$ cat config.mk
export PLATFORM = sky130hd
export DESIGN_NAME = mem_port_arbiter
export DESIGN_NICKNAME = d
export VERILOG_FILES = /design/src/rtl/mem_port_arbiter.sv
export SDC_FILE = /design/constraint.sdc
export NUM_CORES = 1
export LEC_CHECK = 0
export BUFFER_PORTS_ARGS = -buffer_cell sky130_fd_sc_hd__buf_2
export CORE_AREA = 5 5 134 136
export DETAILED_ROUTE_END_ITERATION = 8
export DIE_AREA = 0 0 139 141
export PLACE_DENSITY = 0.66
export SLEW_MARGIN = 20
export SYNTH_ARGS = -nofsm -noshare
export SYNTH_HDL_FRONTEND = slang
export SYNTH_SLANG_ARGS = --single-unit
$ cat constraint.sdc
create_clock -name clk -period 6.9 [get_ports clk]
set_input_delay 1.38 -clock clk [delete_from_list [all_inputs] [get_ports clk]]
set_output_delay 1.38 -clock clk [all_outputs]
set_load 0.01 [all_outputs]
$ cat src/rtl/mem_port_arbiter.sv
// mem_port_arbiter
//   Round-robin share of one single-word Avalon read master and one single-word
//   write master among NUM_REQ requesters. An accepted command becomes exactly one
//   BYTEENABLEWIDTH-byte read or write. Completion returns as a one-cycle pulse on
//   rsp_valid[id] with registered rsp_rdata/rsp_error.
// Ports
//   clk, reset            clock, async active-high reset
//   req_valid/write/addr/wdata   per-requester command (addr/wdata packed, req i at [i*W +: W])
//   req_ready             one-hot accept, combinational while idle
//   rsp_valid/rdata/error one-hot completion pulse, read data (0 for writes), error
//   busy                  transfer in flight
//   read_control_*, read_user_*     read master control/user interface
//   write_control_*, write_user_*   write master control/user interface
module mem_port_arbiter #(
  parameter int ADDRESSWIDTH    = 28,
  parameter int DATAWIDTH       = 32,
  parameter int BYTEENABLEWIDTH = 4,
  parameter int NUM_REQ         = 2,
  parameter int TIMEOUT_CYCLES  = 256
) (
  input  logic                            clk,
  input  logic                            reset,
  input  logic [NUM_REQ-1:0]              req_valid,
  input  logic [NUM_REQ-1:0]              req_write,
  input  logic [NUM_REQ*ADDRESSWIDTH-1:0] req_addr,
  input  logic [NUM_REQ*DATAWIDTH-1:0]    req_wdata,
  output logic [NUM_REQ-1:0]              req_ready,
  output logic [NUM_REQ-1:0]              rsp_valid,
  output logic [DATAWIDTH-1:0]            rsp_rdata,
  output logic                            rsp_error,
  output logic                            busy,
  output logic                            read_control_go,
  output logic [ADDRESSWIDTH-1:0]         read_control_read_base,
  output logic [ADDRESSWIDTH-1:0]         read_control_read_length,
  output logic                            read_control_fixed_location,
  output logic                            read_user_read_buffer,
  input  logic                            read_control_done,
  input  logic [DATAWIDTH-1:0]            read_user_buffer_output_data,
  input  logic                            read_user_data_available,
  output logic                            write_control_go,
  output logic [ADDRESSWIDTH-1:0]         write_control_write_base,
  output logic [ADDRESSWIDTH-1:0]         write_control_write_length,
  output logic                            write_control_fixed_location,
  output logic                            write_user_write_buffer,
  output logic [DATAWIDTH-1:0]            write_user_buffer_data,
  input  logic                            write_control_done,
  input  logic                            write_user_buffer_full
);
  localparam int IW = (NUM_REQ > 1) ? $clog2(NUM_REQ) : 1;
  localparam int CW = $clog2(TIMEOUT_CYCLES) + 1;

  typedef enum logic [3:0] {
    IDLE, RD_GO, RD_SETTLE, RD_WAIT, RD_ACK, WR_GO, WR_SETTLE, WR_WAIT, RSP
  } state_t;

  state_t                  state_q, state_d;
  logic [IW-1:0]           ptr_q, ptr_d;
  logic [IW-1:0]           cmd_id_q, cmd_id_d;
  logic                    cmd_write_q, cmd_write_d;
  logic [ADDRESSWIDTH-1:0] cmd_addr_q, cmd_addr_d;
  logic [DATAWIDTH-1:0]    cmd_wdata_q, cmd_wdata_d;
  logic [CW-1:0]           cnt_q, cnt_d;
  logic [NUM_REQ-1:0]      rsp_valid_q, rsp_valid_d;
  logic [DATAWIDTH-1:0]    rsp_rdata_q, rsp_rdata_d;
  logic                    rsp_error_q, rsp_error_d;

  logic                    found;
  logic [IW-1:0]           grant_id;
  logic [NUM_REQ-1:0]      grant;
  logic                    timeout;
  logic                    fin;
  logic [DATAWIDTH-1:0]    fin_data;
  logic                    fin_err;

  // Requester index ptr+k, wrapped into [0, NUM_REQ).
  function automatic logic [IW-1:0] rr_idx(input logic [IW-1:0] p, input int k);
    int s;
    s = int'(p) + k;
    if (s >= NUM_REQ) s = s - NUM_REQ;
    return IW'(s);
  endfunction

  // Search starts just past the last winner, so the last winner ranks lowest.
  always_comb begin
    found    = 1'b0;
    grant_id = '0;
    for (int k = 1; k <= NUM_REQ; k++) begin
      if (!found && req_valid[rr_idx(ptr_q, k)]) begin
        found    = 1'b1;
        grant_id = rr_idx(ptr_q, k);
      end
    end
    grant           = '0;
    grant[grant_id] = found;
  end

  assign timeout = (cnt_q == CW'(TIMEOUT_CYCLES - 1));

  always_comb begin
    state_d     = state_q;
    ptr_d       = ptr_q;
    cmd_id_d    = cmd_id_q;
    cmd_write_d = cmd_write_q;
    cmd_addr_d  = cmd_addr_q;
    cmd_wdata_d = cmd_wdata_q;
    cnt_d       = cnt_q;
    rsp_valid_d = '0;
    rsp_rdata_d = rsp_rdata_q;
    rsp_error_d = rsp_error_q;
    fin         = 1'b0;
    fin_data    = '0;
    fin_err     = 1'b0;
    case (state_q)
      IDLE: if (found) begin
        ptr_d       = grant_id;
        cmd_id_d    = grant_id;
        cmd_write_d = req_write[grant_id];
        cmd_addr_d  = req_addr[int'(grant_id)*ADDRESSWIDTH +: ADDRESSWIDTH];
        cmd_wdata_d = req_wdata[int'(grant_id)*DATAWIDTH +: DATAWIDTH];
        cnt_d       = '0;
        state_d     = req_write[grant_id] ? WR_GO : RD_GO;
      end
      RD_GO: state_d = RD_SETTLE;
      // done may still be high from the previous transfer here, so it is not looked at.
      RD_SETTLE: begin
        state_d = RD_WAIT;
        cnt_d   = '0;
      end
      RD_WAIT: begin
        if (read_control_done)  state_d = RD_ACK;
        else if (timeout) begin fin = 1'b1; fin_err = 1'b1; end
        else                    cnt_d = cnt_q + 1'b1;
      end
      // Done without data in the FIFO is reported as an error rather than popping empty.
      RD_ACK: begin
        fin = 1'b1;
        if (read_user_data_available) fin_data = read_user_buffer_output_data;
        else                          fin_err  = 1'b1;
      end
      // Stalling on a full buffer counts toward the timeout.
      WR_GO: begin
        if (!write_user_buffer_full) state_d = WR_SETTLE;
        else if (timeout) begin fin = 1'b1; fin_err = 1'b1; end
        else                         cnt_d = cnt_q + 1'b1;
      end
      WR_SETTLE: begin
        state_d = WR_WAIT;
        cnt_d   = '0;
      end
      WR_WAIT: begin
        if (write_control_done) fin = 1'b1;
        else if (timeout) begin fin = 1'b1; fin_err = 1'b1; end
        else                    cnt_d = cnt_q + 1'b1;
      end
      RSP:     state_d = IDLE;
      default: state_d = IDLE;
    endcase
    if (fin) begin
      state_d               = RSP;
      rsp_valid_d[cmd_id_q] = 1'b1;
      rsp_rdata_d           = fin_data;
      rsp_error_d           = fin_err;
    end
  end

  always_ff @(posedge clk or posedge reset) begin
    if (reset) begin
      state_q     <= IDLE;
      ptr_q       <= IW'(NUM_REQ - 1);
      cmd_id_q    <= '0;
      cmd_write_q <= 1'b0;
      cmd_addr_q  <= '0;
      cmd_wdata_q <= '0;
      cnt_q       <= '0;
      rsp_valid_q <= '0;
      rsp_rdata_q <= '0;
      rsp_error_q <= 1'b0;
    end else begin
      state_q     <= state_d;
      ptr_q       <= ptr_d;
      cmd_id_q    <= cmd_id_d;
      cmd_write_q <= cmd_write_d;
      cmd_addr_q  <= cmd_addr_d;
      cmd_wdata_q <= cmd_wdata_d;
      cnt_q       <= cnt_d;
      rsp_valid_q <= rsp_valid_d;
      rsp_rdata_q <= rsp_rdata_d;
      rsp_error_q <= rsp_error_d;
    end
  end

  assign req_ready = (state_q == IDLE && !reset) ? grant : '0;
  assign rsp_valid = rsp_valid_q;
  assign rsp_rdata = rsp_rdata_q;
  assign rsp_error = rsp_error_q;
  assign busy      = (state_q != IDLE);

  // Word-aligned base: the low two address bits are dropped.
  assign read_control_go              = (state_q == RD_GO);
  assign read_control_read_base       = cmd_addr_q & ~ADDRESSWIDTH'(3);
  assign read_control_read_length     = ADDRESSWIDTH'(BYTEENABLEWIDTH);
  assign read_control_fixed_location  = 1'b1;
  assign read_user_read_buffer        = (state_q == RD_ACK) && read_user_data_available;

  assign write_control_go             = (state_q == WR_GO) && !write_user_buffer_full && cmd_write_q;
  assign write_control_write_base     = cmd_addr_q & ~ADDRESSWIDTH'(3);
  assign write_control_write_length   = ADDRESSWIDTH'(BYTEENABLEWIDTH);
  assign write_control_fixed_location = 1'b1;
  assign write_user_write_buffer      = (state_q == WR_GO) && !write_user_buffer_full && cmd_write_q;
  assign write_user_buffer_data       = cmd_wdata_q;
endmodule

; Word level (Yosys, flattened, before mapping)
; Index checks and enable logic that the tools add are counted.
[word_totals]
register_bits = 111
input_bits = 162
output_inout_bits = 188
wordCells = 101
[op_classes]
addsub = 5
multipliers = 1
n_lt_le_gt_ge = 8
n_eq_ne = 16
n_shift = 2
mux = 40
bitwise = 1
n_reduce_logical = 18
[op_table]
columns = operator, count
row1 = two-way mux 32 bit, 2
row2 = variable part select 64 x 7 -> 32 bit, 1
row3 = variable part select 56 x 7 -> 28 bit, 1
row4 = two-way mux 9 bit, 5
row5 = case mux 9 bit (5 select lines), 1
row6 = case mux 4 bit (7 select lines), 1
row7 = two-way mux 1 bit, 20
row8 = equality test 4 x 3 -> 1 bit (second input constant), 4
row9 = two-way mux 4 bit, 4
row10 = adder 9 x 1 -> 9 bit (second input constant), 1
row11 = equality test 9 x 8 -> 1 bit (second input constant), 1
row12 = != test 3 bit (second input constant), 3
row13 = equality test 4 x 2 -> 1 bit (second input constant), 2
row14 = < comparator 1 x 2 -> 1 bit (second input constant), 4
row15 = != test 2 bit (second input constant), 4
row16 = case mux 1 bit (4 select lines), 2
row17 = logical AND 1 bit, 7
row18 = AND reduction 5 bit, 1
row19 = nonzero test 5 bit, 1
row20 = equality test 4 x 1 -> 1 bit (second input constant), 1
row21 = logical NOT 4 bit, 1
row22 = multiplier 1 x 3 -> 4 bit (second input constant), 1
row23 = two-way mux 2 bit, 2
row24 = AND reduction 4 bit, 1
row25 = other kinds (14), 20

; Longest topological paths before layout
; Gate-level depths: netlist of run 1.
[logic_depth]
depth_word = 15
mapped_depth = 9

; Least setup slack after synthesis of run 1
; No wires, ideal clock.
[synth_path]
path_type = in2out
start = input port req_valid[1]
end = output port req_ready[1]
arrival_time_ps = 2173
required_ps = 5520
slack_ps = 3347
path_stages = 5
n_path_buf = 2
cell_sequence = a21boi_1 > buf_2 > buf_2 > nand2_1 > nor2_1
[synth_via]
elab_chain_cells = 12
[synth_lines]
columns = element, line_no
row1 = "start, declared", 23  ; input logic [NUM_REQ-1:0] req_valid,
row2 = two-way mux 1 bit (implied by the code) (2 in a row), 88  ; if (!found && req_valid[rr_idx(ptr_q, k)]) begin
row3 = two-way mux 1 bit, 88
row4 = logical NOT 1 bit, 88
row5 = logical AND 1 bit, 88
row6 = two-way mux 1 bit, 88
row7 = < comparator 1 x 2 -> 1 bit (implied by the code) / >= comparator 1 bit (equally long branches), 94  ; grant[grant_id] = found;
row8 = logical AND 1 bit (implied by the code), 94
row9 = two-way mux 1 bit (implied by the code), 94
row10 = demux 1 bit (select 1 bit), 94
row11 = AND 2 bit (no line) (*), --
row12 = two-way mux 2 bit (*), 192  ; assign req_ready = (state_q == IDLE && !reset) ? grant : '0;
row13 = "end, declared", 27  ; output logic [NUM_REQ-1:0] req_ready,
; Every way passes the cells marked *; elsewhere a longest branch is shown, timed or not. The select of a mux whose other input is x is not followed.

; Worst setup path after layout of run 1
[layout_path]
start = register state_q[2]
end = output port read_user_read_buffer
[layout_via]
elab_chain_cells = 2
[layout_lines]
columns = element, line_no
row1 = "start, declared", 56  ; state_t state_q, state_d;
row2 = "start signal, assigned", 179  ; state_q <= state_d;
row3 = equality test 4 x 3 -> 1 bit, 203  ; assign read_user_read_buffer = (state_q == RD_ACK) && read_user_data_available;
row4 = logical AND 1 bit, 203
row5 = "end, declared", 36  ; output logic read_user_read_buffer,
; Every way passes these cells.

==> results of run 1 <==
==> synth_stat cells <==
| master | count | share of area [%] |
|---|---|---|
| a2111oi_2 | 1 | 0.26 |
| a2111oi_4 | 1 | 0.49 |
| a211o_1 | 1 | 0.15 |
| a211oi_1 | 2 | 0.26 |
| a211oi_2 | 1 | 0.22 |
| a211oi_4 | 1 | 0.35 |
| a21boi_1 | 2 | 0.26 |
| a21o_1 | 1 | 0.13 |
| a21oi_1 | 3 | 0.26 |
| a21oi_2 | 2 | 0.31 |
| a221o_1 | 6 | 1.1 |
| a22o_1 | 32 | 4.9 |
| a31oi_1 | 1 | 0.11 |
| a32oi_1 | 1 | 0.15 |
| and3_1 | 6 | 0.66 |
| buf_2 | 18 | 1.6 |
| buf_4 | 90 | 12 |
| buf_6 | 8 | 1.6 |
| clkbuf_1 | 2 | 0.13 |
| clkbuf_2 | 2 | 0.18 |
| conb_1 | 2 | 0.13 |
| dfrtp_1 | 108 | 48 |
| dfstp_2 | 1 | 0.46 |
| ha_1 | 2 | 0.44 |
| inv_1 | 11 | 0.73 |
| inv_2 | 1 | 0.066 |
| mux2i_1 | 61 | 11 |
| nand2_1 | 67 | 4.4 |
| nand2b_1 | 4 | 0.44 |
| nand3_1 | 5 | 0.44 |
| nand3b_1 | 1 | 0.13 |
| nor2_1 | 19 | 1.3 |
| nor2b_2 | 2 | 0.31 |
| nor3_1 | 4 | 0.35 |
| nor3_4 | 1 | 0.29 |
| nor4_1 | 2 | 0.22 |
| o211ai_1 | 1 | 0.13 |
| o21ai_0 | 53 | 4.7 |
| o21ai_1 | 11 | 0.97 |
| o21ai_2 | 2 | 0.31 |
| o22ai_2 | 1 | 0.22 |
| or2_2 | 2 | 0.22 |
| or2_4 | 1 | 0.15 |
| or3_1 | 1 | 0.11 |
==> cell families after synthesis <==
logic type,Yosys count,synth area share (%)
other,2,0.132
AO/OA/AOI/OAI,123,15.3
buffers and inverters,132,16.2
flip-flops,109,48.1
AND/OR/NAND/NOR,115,9.03
adder cells (fa/ha/maj),2,0.441
multiplexers,61,10.8
==> path summary, 6_finish.rpt <==
path	slack, ps	startpoint	to
setup / recovery	3360	state_q[2]$_DFFE_PP0P_	read_user_read_buffer
hold / removal	470	cmd_id_q$_DFFE_PP0P_	rsp_valid[0]$_DFF_PP0_
setup reg to reg	4570	cnt_q[0]$_DFFE_PP0P_	rsp_error$_DFFE_PP0P_
hold reg to reg	470	cmd_id_q$_DFFE_PP0P_	rsp_valid[0]$_DFF_PP0_
max in group asynchronous	4610	reset	cmd_addr_q[22]$_DFFE_PP0P_
min in group asynchronous	1140	reset	state_q[2]$_DFFE_PP0P_
==> critical path: stages, from the launching register on <==
cell and delay (ps):
dfrtp_1 640, nor2b_2 430, and3_1 200, buf_4 320
buf_2 200
==> routing by layer <==
metal  up-vias  global-route usage, %  routed length [µm]
met5         -                      0                   0
met4         0                   4.07                 192
met3        15                   4.21                1220
met2       194                   24.9                7370
met1      2002                   17.5                6020
li1       2202                      -                   -
==> through the flow <==
step | instances | utilization [%] | setup WS, ps | instance area, µm² | power (mW)
4_1_cts | 1013 | 42.2 | 3360 | 7090 | 2.92
6_report | 1013 | 42.2 | 3360 | 7090 | 2.87
3_5_place_dp | 997 | 40.3 | 3370 | 6780 | 2.36
2_1_floorplan | 604 | - | 2650 | 5890 | 1.98
3_3_place_gp | 997 | 40.3 | 3380 | 6780 | 2.33
5_1_grt | 1013 | 42.2 | 3210 | 7090 | 3.09
==> state kept, by name, summed over array words and instances, names as in the netlist <==
| register | count |
|---|---|
| rsp_rdata | 32 |
| write_user_buffer_data | 32 |
| cmd_addr_q | 26 |
| cnt_q | 9 |
| state_q | 4 |
| rsp_valid | 2 |
| cmd_id_q | 1 |
| cmd_write_q | 1 |
| ptr_q | 1 |
| rsp_error | 1 |
==> final cells by class <==
class	count	share of cell area, %
inverter	12	0.670
clock inverter	6	1.09
sequential	109	38.5
tap	225	3.97
clock buffer	10	3.37
timing repair buffer	288	20.5
multi-input combinational	363	31.9
==> power by group <==
| part | internal, mW | switching [mW] | total, mW |
|---|---|---|---|
| clock network | 0.300 | 0.247 | 0.546 |
| logic | 0.525 | 0.696 | 1.22 |
| registers | 0.909 | 0.194 | 1.10 |
==> results.md, run 1 <==
* Worst slew margin at 34.4%
* Die height at 141 µm
* Area of the multi-input gates at 2270 µm²
* First-pass GRT wire length at 22900 µm
* CTS tree: done
* Detail Placement HPWL at 11400 µm
* H-tree depth at 3
* Max capacitance violation total at 0
* Leak at 3.88 nW
* Diode count at 0
* Seq/Total Area, Yosys at 48.1%
* Reg2Reg Depth at 8
* Setup repair bufs after CTS at 0
* Port-buffer cells at 283
* Hold_ws at 473 ps
* Die area at 19600 µm²
* Clock Sinks at 109
* Synth Area per Inst at 10.4 µm²
* Num rows at 48
* Wire per inst at 14.6 µm
* Final hold vios at 0
* RSZ-0062 raised after global routing: no
* GP Congestion at 0.862
* Max VDD drop at 0.165 mV
* Fillers at 1697
* Hold crit path type: reg -> reg
* Vias in the first global route at 4325
* Clk slew on worst S/H paths at 70 ps
* Mapped Cells at 544
* TritonRoute pass-1 iters at 4
* Clk root buf: clkbuf_16
* Post-synth cell types at 44
* DRT iter0 DRCs at 116
* PD cells at 404 nW/µm²
* Max clock buf depth at 2
* Ys Warns at 0
* Post_cts resized at 0
* Die Width at 139 µm
* Initial core utilization at 33.7%
* Core Region at 16800 µm²
* Final setup viols at 0
* Reg area at 2730 µm²
* Status: finished clean
* CP Class: reg -> out
* Largest net degree at the start of global routing at 119
* Hold_buf cts at 0
* Tmin final at 3540 ps
* Clock latency on the worst-skew pair at 340 ps
* Slew @ Worst Pin at 983 ps
* Final Slew Violations at 0
* Setup TNS at 0 ps
* Synth Cell Area at 5670 µm²
* Critical path peak fanout at 33
* Top Ports at 350
* Most frequent cells in the layout: buf_2 (283), dfrtp_1 (108), nand2_1 (67)
* Share of layout cells above drive strength 1 at 41.0%
* Startpoint types: flop
* Overall Global Routing Usage at 14.4%
* GRT Residual Overflow at 0
* Clk_skew at 4.86 ps
* Num CTS Buffers at 9
* Avg Vias per Cell at 4.36
* Number of remaining DRC errors at 0
* Arr. time, crit path at 2160 ps
* Detailed Route WL at 14800 µm
* Number of nets in the layout at 947
* Yosys reg bits at 109
* DR vias at 4413
* ANT nets after route at 0
* Crit share post-route at 51.3%
* FMAX at 283 MHz
* Initial antenna violation count at 0
* Setup crit end kind: primary output
* Area grow syn2layout at 25.1%
* Hold depth at 1
* Worst EP required at 5520 ps
* Commonest non-fill, non-tap cell in the layout: buf_2
Note: power is estimated with default switching activity, not from simulation.
==> run 2: changes to the inputs <==
--- a/config.mk
+++ b/config.mk
@@ -5,11 +5,12 @@
 export SDC_FILE = /design/constraint.sdc
 export NUM_CORES = 1
 export LEC_CHECK = 0
+export ABC_AREA = 1
 export BUFFER_PORTS_ARGS = -buffer_cell sky130_fd_sc_hd__buf_2
-export CORE_AREA = 5 5 134 136
+export CORE_AREA = 5 5 133 135
 export DETAILED_ROUTE_END_ITERATION = 8
-export DIE_AREA = 0 0 139 141
-export PLACE_DENSITY = 0.66
+export DIE_AREA = 0 0 138 140
+export PLACE_DENSITY = 0.69
 export SLEW_MARGIN = 20
 export SYNTH_ARGS = -nofsm -noshare
 export SYNTH_HDL_FRONTEND = slang
==> constraint.sdc (replaced) <==
create_clock -name clk -period 3.5 [get_ports clk]
set_input_delay 0.7 -clock clk [delete_from_list [all_inputs] [get_ports clk]]
set_output_delay 0.7 -clock clk [all_outputs]
set_load 0.01 [all_outputs]
==> results.md, run 2 <==
* Arr. time, crit path at 1690 ps
* Final hold vios at 0
* Setup TNS at 0 ps
* EDFF count, synth at 0
* Die height at 140 µm
* DRT iter0 DRCs at 201
* Port-buffer cells at 283
* Die area at 19300 µm²
* Diode count at 0
* Final Slew Violations at 0
* Area post-placement at 7070 µm²
* Number of nets in the layout at 1139
* CTS tree: done
* Number of remaining DRC errors at 0
* Num CTS Buffers at 9
* GP Congestion at 0.838
* CP Class: reg -> out
* Post-synth cell types at 31
* Setup crit end kind: primary output
* Avg Vias per Cell at 4.40
* Setup repair bufs after CTS at 0
* Status: finished clean
* Leading area contributor after synthesis: dfrtp_1
* Vias in the first global route at 4912
* Worst slew margin at 47.6%
* Area share of the leading cell type in the synthesized netlist at 45.7%
* Die Width at 138 µm
* Hold_buf cts at 0
* Reg area at 2730 µm²
* Synth top area cells: dfrtp_1 (46%), nand2_1 (17%), buf_4 (12%)
* Max clock buf depth at 2
* FMAX at 418 MHz
* TritonRoute pass-1 iters at 4
* Initial antenna violation count at 1
* Initial core utilization at 36.2%
* RSZ-0062 raised after global routing: no
* Share of layout cells above drive strength 1 at 35.9%
* Yosys reg bits at 109
* Clk root buf: clkbuf_16
* PD cells at 868 nW/µm²
* Worst EP required at 2800 ps
* Ys Warns at 0
* Num rows at 47
* Area grow syn2layout at 25.5%
* Clk slew on worst S/H paths at 70 ps
* ANT nets after route at 0
* Critical path peak fanout at 8
* Core Region at 16300 µm²
* GRT Residual Overflow at 0
* Async SR Flop Fraction at 100%
* Clock latency on the worst-skew pair at 350 ps
* H-tree depth at 3
* Detail Placement HPWL at 12900 µm
* Top Ports at 350
* Max capacitance violation total at 0
* Area of the multi-input gates at 2420 µm²
* Max VDD drop at 0.346 mV
* Leak at 4.02 nW
* Crit share post-route at 68.3%
* Commonest non-fill, non-tap cell in the layout: buf_2
* Final Cell Area at 7420 µm²
* Clk_skew at 4.51 ps
* Synth Area per Inst at 8.07 µm²
* First-pass GRT wire length at 26100 µm
* Post-synth top cells: nand2_1 (267), dfrtp_1 (108), buf_4 (93)
* Final setup viols at 0
* Slew @ Worst Pin at 784 ps
* Mapped Cells at 733
* Fillers at 1644
* Seq/Total Area, Yosys at 46.2%
* Post_cts resized at 0
* Largest net degree at the start of global routing at 60
* Hold crit path type: reg -> reg
* Post-placement worst setup slack at 1200 ps
* Overall Global Routing Usage at 16.6%
* Detailed Route WL at 16700 µm
* Clock Sinks at 109
* Worst path setup slack after routing at 1110 ps
* Top FF cell, synth: dfrtp_1
* Startpoint types: flop
* Synth Cell Area at 5910 µm²
* Most frequent cells in the layout: buf_2 (283), nand2_1 (267), dfrtp_1 (108)
* Tmin final at 2390 ps
* Top-count cell post-synth: nand2_1
* DR vias at 5281
* Wire per inst at 13.9 µm
run 2: cell count changes after synthesis, sizes merged, moves of 7 or more:
cell	before	now
a22o	32	0
nand2	67	273
a31oi	1	58
mux2i	61	0
o21ai	66	4
clkbuf	4	11
nor2	19	88
inv	12	29
nand3	5	27
run 2: routing by layer:
layer | vias to the layer above | share of wire (%) | track usage [%]
li1 | 2664 | - | -
met1 | 2392 | 41 | 20.0
met2 | 205 | 51 | 28.9
met3 | 18 | 7.5 | 4.77
met4 | 2 | 1.2 | 4.63
met5 | - | 0.078 | 0
run 2: cell families after synthesis:
family | Yosys count | synth area share, %
AO/OA/AOI/OAI | 69 | 8.30
XOR/XNOR | 3 | 0.445
adder cells (fa/ha/maj) | 2 | 0.423
buffers and inverters | 151 | 16.7
flip-flops | 109 | 46.2
other | 2 | 0.127
AND/OR/NAND/NOR | 397 | 27.8
run 2: area by class of cell:
| cell class | instances | share of cell area, % |
|---|---|---|
| well taps | 220 | 3.71 |
| clock buffers | 9 | 3.04 |
| inverters | 29 | 1.52 |
| flip-flops and latches | 109 | 36.8 |
| multi-input cells | 533 | 32.6 |
| repair buffers | 293 | 20.6 |
| clock inverters | 7 | 1.72 |
run 2: path summary, 6_finish.rpt:
check                                            start                        end  slack (ps)  cells past startpoint
worst max-delay path            state_q[1]$_DFFE_PP0P_               req_ready[1]        1110                      6
worst min-delay path              cmd_id_q$_DFFE_PP0P_     rsp_valid[0]$_DFF_PP0_         420                      1
worst max register to register    cnt_q[0]$_DFFE_PP0P_     state_q[1]$_DFFE_PP0P_        1220                     12
worst min register to register    cmd_id_q$_DFFE_PP0P_     rsp_valid[0]$_DFF_PP0_         420                      1
max in group asynchronous                        reset  cmd_addr_q[7]$_DFFE_PP0P_        2150                      3
min in group asynchronous                        reset     state_q[2]$_DFFE_PP0P_         510                      2
run 2: power breakdown:
| part | internal, mW | switching (mW) | leakage [nW] |
|---|---|---|---|
| registers | 1.86 | 0.375 | 1.32 |
| logic | 1.15 | 1.86 | 2.53 |
| clock network | 0.712 | 0.494 | 0.173 |
run 2: critical path, stage by stage (launching register included):
cell and delay [ps]:
dfrtp_1 500, nor2_4 210, nand2_4 100, inv_2 80
nand2_1 130, nor2_1 170, buf_2 150
run 2: through the flow:
step                hold slack (ps)  cells  utilization (%)  total power [mW]
floorplan                       403    793                -              4.37
global placement                412   1184             43.2              5.25
detailed placement              415   1184             43.2              5.31
CTS                             425   1200             45.4              6.54
global route                    444   1200             45.4              6.94
finish                          425   1200             45.4              6.44
